### config.mk
export PLATFORM = sky130hd
export DESIGN_NAME = imem_loader
export DESIGN_NICKNAME = d
export VERILOG_FILES = /design/src/rtl/imem_loader.sv
export SDC_FILE = /design/constraint.sdc
export NUM_CORES = 1
export LEC_CHECK = 0
export BUFFER_PORTS_ARGS = -buffer_cell sky130_fd_sc_hd__buf_2
export CORE_MARGIN = 4
export CORE_UTILIZATION = 29
export DETAILED_ROUTE_END_ITERATION = 16
export PLACE_DENSITY = 0.45
export SLEW_MARGIN = 20
export SYNTH_ARGS = -nofsm -noshare
export SYNTH_HDL_FRONTEND = slang
export SYNTH_SLANG_ARGS = --single-unit
### constraint.sdc
create_clock -name CLK -period 2.4 [get_ports CLK]
set_clock_uncertainty 0.05 [all_clocks]
set_input_delay 0.48 -clock CLK [delete_from_list [all_inputs] [get_ports CLK]]
set_output_delay 0.48 -clock CLK [all_outputs]
set_load 0.005 [all_outputs]
### src/rtl/imem_loader.sv
// Byte-stream program loader: assembles little-endian words from a valid/ready byte link
// and writes them to the instruction memory from address 0, keeping a wrapping checksum.
module imem_loader #(
    parameter int DEPTH = 64
) (
    input  logic                     CLK,
    input  logic                     RST,
    input  logic                     Start,
    input  logic [6:0]               Length,
    input  logic [7:0]               Byte_in,
    input  logic                     Byte_valid,
    output logic                     Byte_ready,
    output logic                     WE,
    output logic [$clog2(DEPTH)-1:0] WAddr,
    output logic [31:0]              WData,
    output logic                     Busy,
    output logic                     Done,
    output logic [31:0]              Sum
);

    localparam int AW = $clog2(DEPTH);
    localparam logic [6:0] DEPTH_L = 7'(DEPTH);

    typedef enum logic [1:0] {IDLE, RECV, WRITE, DONE} state_t;

    state_t      state;
    logic [6:0]  target;
    logic [6:0]  cnt;
    logic [1:0]  bidx;
    logic [23:0] asm_r;
    logic [6:0]  tgt_clamped;
    logic [6:0]  cnt_inc;

    always_comb begin
        tgt_clamped = (Length > DEPTH_L) ? DEPTH_L : Length;
        cnt_inc     = cnt + 7'd1;
    end

    always_ff @(posedge CLK) begin
        if (RST) begin
            state      <= IDLE;
            target     <= '0;
            cnt        <= '0;
            bidx       <= '0;
            asm_r      <= '0;
            Byte_ready <= 1'b0;
            WE         <= 1'b0;
            WAddr      <= '0;
            WData      <= '0;
            Busy       <= 1'b0;
            Done       <= 1'b0;
            Sum        <= '0;
        end else begin
            case (state)
                IDLE, DONE: begin
                    if (Start) begin
                        target <= tgt_clamped;
                        cnt    <= '0;
                        bidx   <= '0;
                        Sum    <= '0;
                        WAddr  <= '0;
                        if (tgt_clamped == 7'd0) begin
                            state      <= DONE;
                            Done       <= 1'b1;
                            Busy       <= 1'b0;
                            Byte_ready <= 1'b0;
                        end else begin
                            state      <= RECV;
                            Done       <= 1'b0;
                            Busy       <= 1'b1;
                            Byte_ready <= 1'b1;
                        end
                    end
                end
                RECV: begin
                    if (Byte_valid) begin
                        case (bidx)
                            2'd0: asm_r[7:0]   <= Byte_in;
                            2'd1: asm_r[15:8]  <= Byte_in;
                            2'd2: asm_r[23:16] <= Byte_in;
                            default: begin
                                WData      <= {Byte_in, asm_r};
                                WE         <= 1'b1;
                                Byte_ready <= 1'b0;
                                state      <= WRITE;
                            end
                        endcase
                        bidx <= bidx + 2'd1;
                    end
                end
                WRITE: begin
                    // Checksum and address advance as the write cycle closes.
                    WE    <= 1'b0;
                    Sum   <= Sum + WData;
                    cnt   <= cnt_inc;
                    WAddr <= cnt_inc[AW-1:0];
                    if (cnt_inc == target) begin
                        state <= DONE;
                        Done  <= 1'b1;
                        Busy  <= 1'b0;
                    end else begin
                        state      <= RECV;
                        Byte_ready <= 1'b1;
                    end
                end
                default: state <= IDLE;
            endcase
        end
    end

endmodule

==> summary.md <==
| Metric | Value |
|---|---|
| Layout Nets | 944 |
| Syn Nets | 796 |
| CP Launch Type | flip-flop |
| Post-synthesis compound-gate area fraction | 0.2262 |
| CP max-delay cell | fa_2 |
| Max layer used | met4 |
| Detailed placement HPWL | 13.34 mm |
| Data arrival, critical path | 2.69 ns |
| Multiplexer share of the synthesized area | 0.001713 |
| Met3 WL | 752 µm |
| Total number of vias | 5,648 |
| Max clock buf depth | 2 |
| Register bit total from synthesis | 110 |
| Initial Util | 0.2972 |
| Gate power share | 0.225 |
| Main combinational cell family by area after synthesis | compound AO/OA/AOI/OAI gates |
| Asr flop ratio synth | 0 |
| Leakage | 3.308 nW |
| Min Tclk post-route | 2.481 ns |
| Worst Tran Pin Value | 0.6953 ns |
| Crit-path cells | ha_4 -> inv_2 -> fa_2 -> nor2b_4 -> o31ai_4 -> o31a_1 -> o21ai_4 -> o2bb2ai_2 -> o21ai_2 -> o21bai_1 -> xor2_1 -> a22o_1 |
| PD cells | 612.1 nW/µm² |
| Post-DRT Antenna Nets | 0 |
| Crit Path Max Fanout | 3 |
| Post-synth top area share | 0.3770 |
| Max-slew headroom | 0.5364 |
| Largest net degree at the start of global routing | 65 |
| CTS clk-pin slew, worst paths | 0.08 ns |
| Max_cap viols | 0 |
| Fin util | 0.3885 |
| Total iterations of the first detailed-routing run | 4 |
| Detailed Route Iter0 Violations | 259 |
| Failing checks | setup timing |
| Top Ports | 93 |
| CP max stage delay | 0.36 ns |
| Fin. Hold Viols | 0 |
| Share of cells above drive strength 1 | 0.2708 |
| Die area | 22,480 µm² |
| Fmax | 403.1 MHz |
| PortBufs | 92 |
| Site row count | 51 |
| Internal | 0.003206 W |
| Fin. max-slew vios | 0 |
| Final Wtd Congestion | 0.8722 |
| RSZ-0062 raised after global routing | true |
| All-layer global routing usage | 0.1592 |
| Most used DFF post-synth | dfxtp_1 |
| Worst Hold Class | input pin to flip-flop |
| P&R area growth vs syn | 30.71% |
| Routed length per instance | 15.37 µm |
| Net Switching | 0.001468 W |
| Switching Fraction | 0.3141 |
| Mean Syn Cell Area | 7.927 µm² |
| Count leader, synth | nand2_1 |
| XOR/XNOR share of the synthesized area | 0.05847 |
| Cell family contributing the most delay on the critical path | compound AO/OA/AOI/OAI gates |
| Setup slack after layout | -0.08097 ns |
| Post-synthesis simple-gate area fraction | 0.2050 |
| Syn Inst Count | 737 |
| Outcome | finished, violations left |
| Syn Std Cell Area | 5842 µm² |
| Final period util | 1.034 |
| Type of the worst setup path | flip-flop to flip-flop |
| CTS tree | done |
| Part of the power in registers | 0.419 |
| Die width | 149.9 µm |
| Clock Power Share | 0.355 |
| Post-place setup slack | -0.1877 ns |
| Post-synth EDFFs | 0 |
| CTS HTree Levels | 3 |
| Core footprint | 19,650 µm² |
| Post-synthesis cell type count | 62 |
| Top post-synthesis cells by area | dfxtp_1, nand2_1, a21oi_1 |
| Vias in the first global route | 5,555 |
| CP endpoint kind | flip-flop |
| Met2 Routed Length | 8.283 mm |
| Initial antenna violation count | 0 |
| CTS buffer count | 9 |
| Clk_lat worst skew | 0.36 ns |
| CP required | 2.61 ns |
| Setup-failing EPs final | 5 |
| Clk root buf | clkbuf_16 |
| Wl on met1 | 8.519 mm |
| Die height | 149.9 µm |
| CP bufs+invs | 1 |
| Dominant cell type by area after synthesis | dfxtp_1 |
| Post-synthesis sequential area ratio | 0.3770 |
| Routed Wire Length | 17.75 mm |
| Yosys warns | 0 |
| Post-synth top cells | nand2_1, dfxtp_1, a21oi_1, nor2_1, clkbuf_1 |
| # diodes | 0 |
| # DRC | 0 |
| Clock Sink Count | 110 |
| Drt via density | 4.890 |
| First-pass GRT wire length | 28.61 mm |
| Hold_ws | 0.3622 ns |
| GRT overflow | 0 |
| VDD IR max | 0.4352 mV |
| Pwr Total | 0.004674 W |
| Adder-Cell Fraction of Synth Area | 0.08696 |
cells by family after synthesis:
group	after synthesis
mux	1
compound gates	216
simple gates	268
fa+ha+maj	40
xor+xnor	39
buf+inv	63
flops	110
state kept, by name, indices dropped and copies added, names as in the netlist:
register    flops
Sum            32
WData          32
asm_r          24
target          7
WAddr           5
bidx            2
cnt             2
state           2
Busy            1
Byte_ready      1
Done            1
WE              1
power groups by stage:
stage               combinational (W)  sequential [W]  clock [W]
floorplan                    0.000645         0.00200          0
global placement              0.00105         0.00200          0
detailed placement            0.00106         0.00200          0
CTS                           0.00107         0.00196    0.00171
global route                  0.00119         0.00197    0.00178
finish                        0.00105         0.00196    0.00166
final cells by class:
class / instances / area (µm²)
fill: 2103 / 12020
sequential: 110 / 2206
clock buffer: 12 / 246.5
tap: 265 / 331.6
inverter: 14 / 52.55
multi-input combinational: 564 / 3560
timing repair buffer: 186 / 1170
clock inverter: 4 / 70.07
per-layer routing:
layer / vias up / track usage
met1: 2657 / 0.2121
li1: 2874 / -
met2: 103 / 0.2651
met5: - / 0
met3: 14 / 0.02574
met4: 0 / 0.04758
placed cells by master, fill, tap and decap left out, drive strengths merged, types with 7 or more instances in the layout:
cell type / Yosys / routed
nand2: 141 / 141
nor2: 43 / 43
ha: 39 / 39
a22oi: 13 / 13
xnor2: 22 / 22
inv: 14 / 14
xor2: 17 / 17
nor3b: 7 / 7
a21oi: 106 / 106
a21o: 17 / 17
nand3: 39 / 39
o21ai: 42 / 42
dfxtp: 110 / 110
clkbuf: 42 / 12
buf: 7 / 186
worst min-delay path: stages:
cell     delay, ns
buf_2         0.14
nand2_1       0.06
a21oi_1       0.05
stage by stage:
stage          area (µm²)  setup TNS (ns)  cells
6_report             7636         -0.1611   1155
5_1_grt              7636          -2.462   1155
4_1_cts              7493         -0.5705   1152
3_5_place_dp         7119          -1.174   1134
3_3_place_gp         7119         -0.7489   1134
2_1_floorplan        5868        -0.01633    737
worst paths after layout:
kind	startpoint	endpoint	slack (ns)	cells after the start
worst max-delay path	Sum[0]$_SDFFE_PP0P_	Sum[30]$_SDFFE_PP0P_	-0.08	12
worst min-delay path	Byte_in[0]	WData[24]$_SDFFE_PP0P_	0.36	3
worst max register to register	Sum[0]$_SDFFE_PP0P_	Sum[30]$_SDFFE_PP0P_	-0.08	12
worst min register to register	asm_r[6]$_SDFFE_PP0P_	WData[6]$_SDFFE_PP0P_	0.41	2
what timing repair did:
action | CTS | global route
setup buffers | 2 | 3
setup endpoints to repair | 13 | 19
hold buffers | 0 | 0
gates cloned | 0 | 0
gates resized for setup | 11 | 24
pin swaps | 8 | 14
Power figures use the tool's default switching activity.
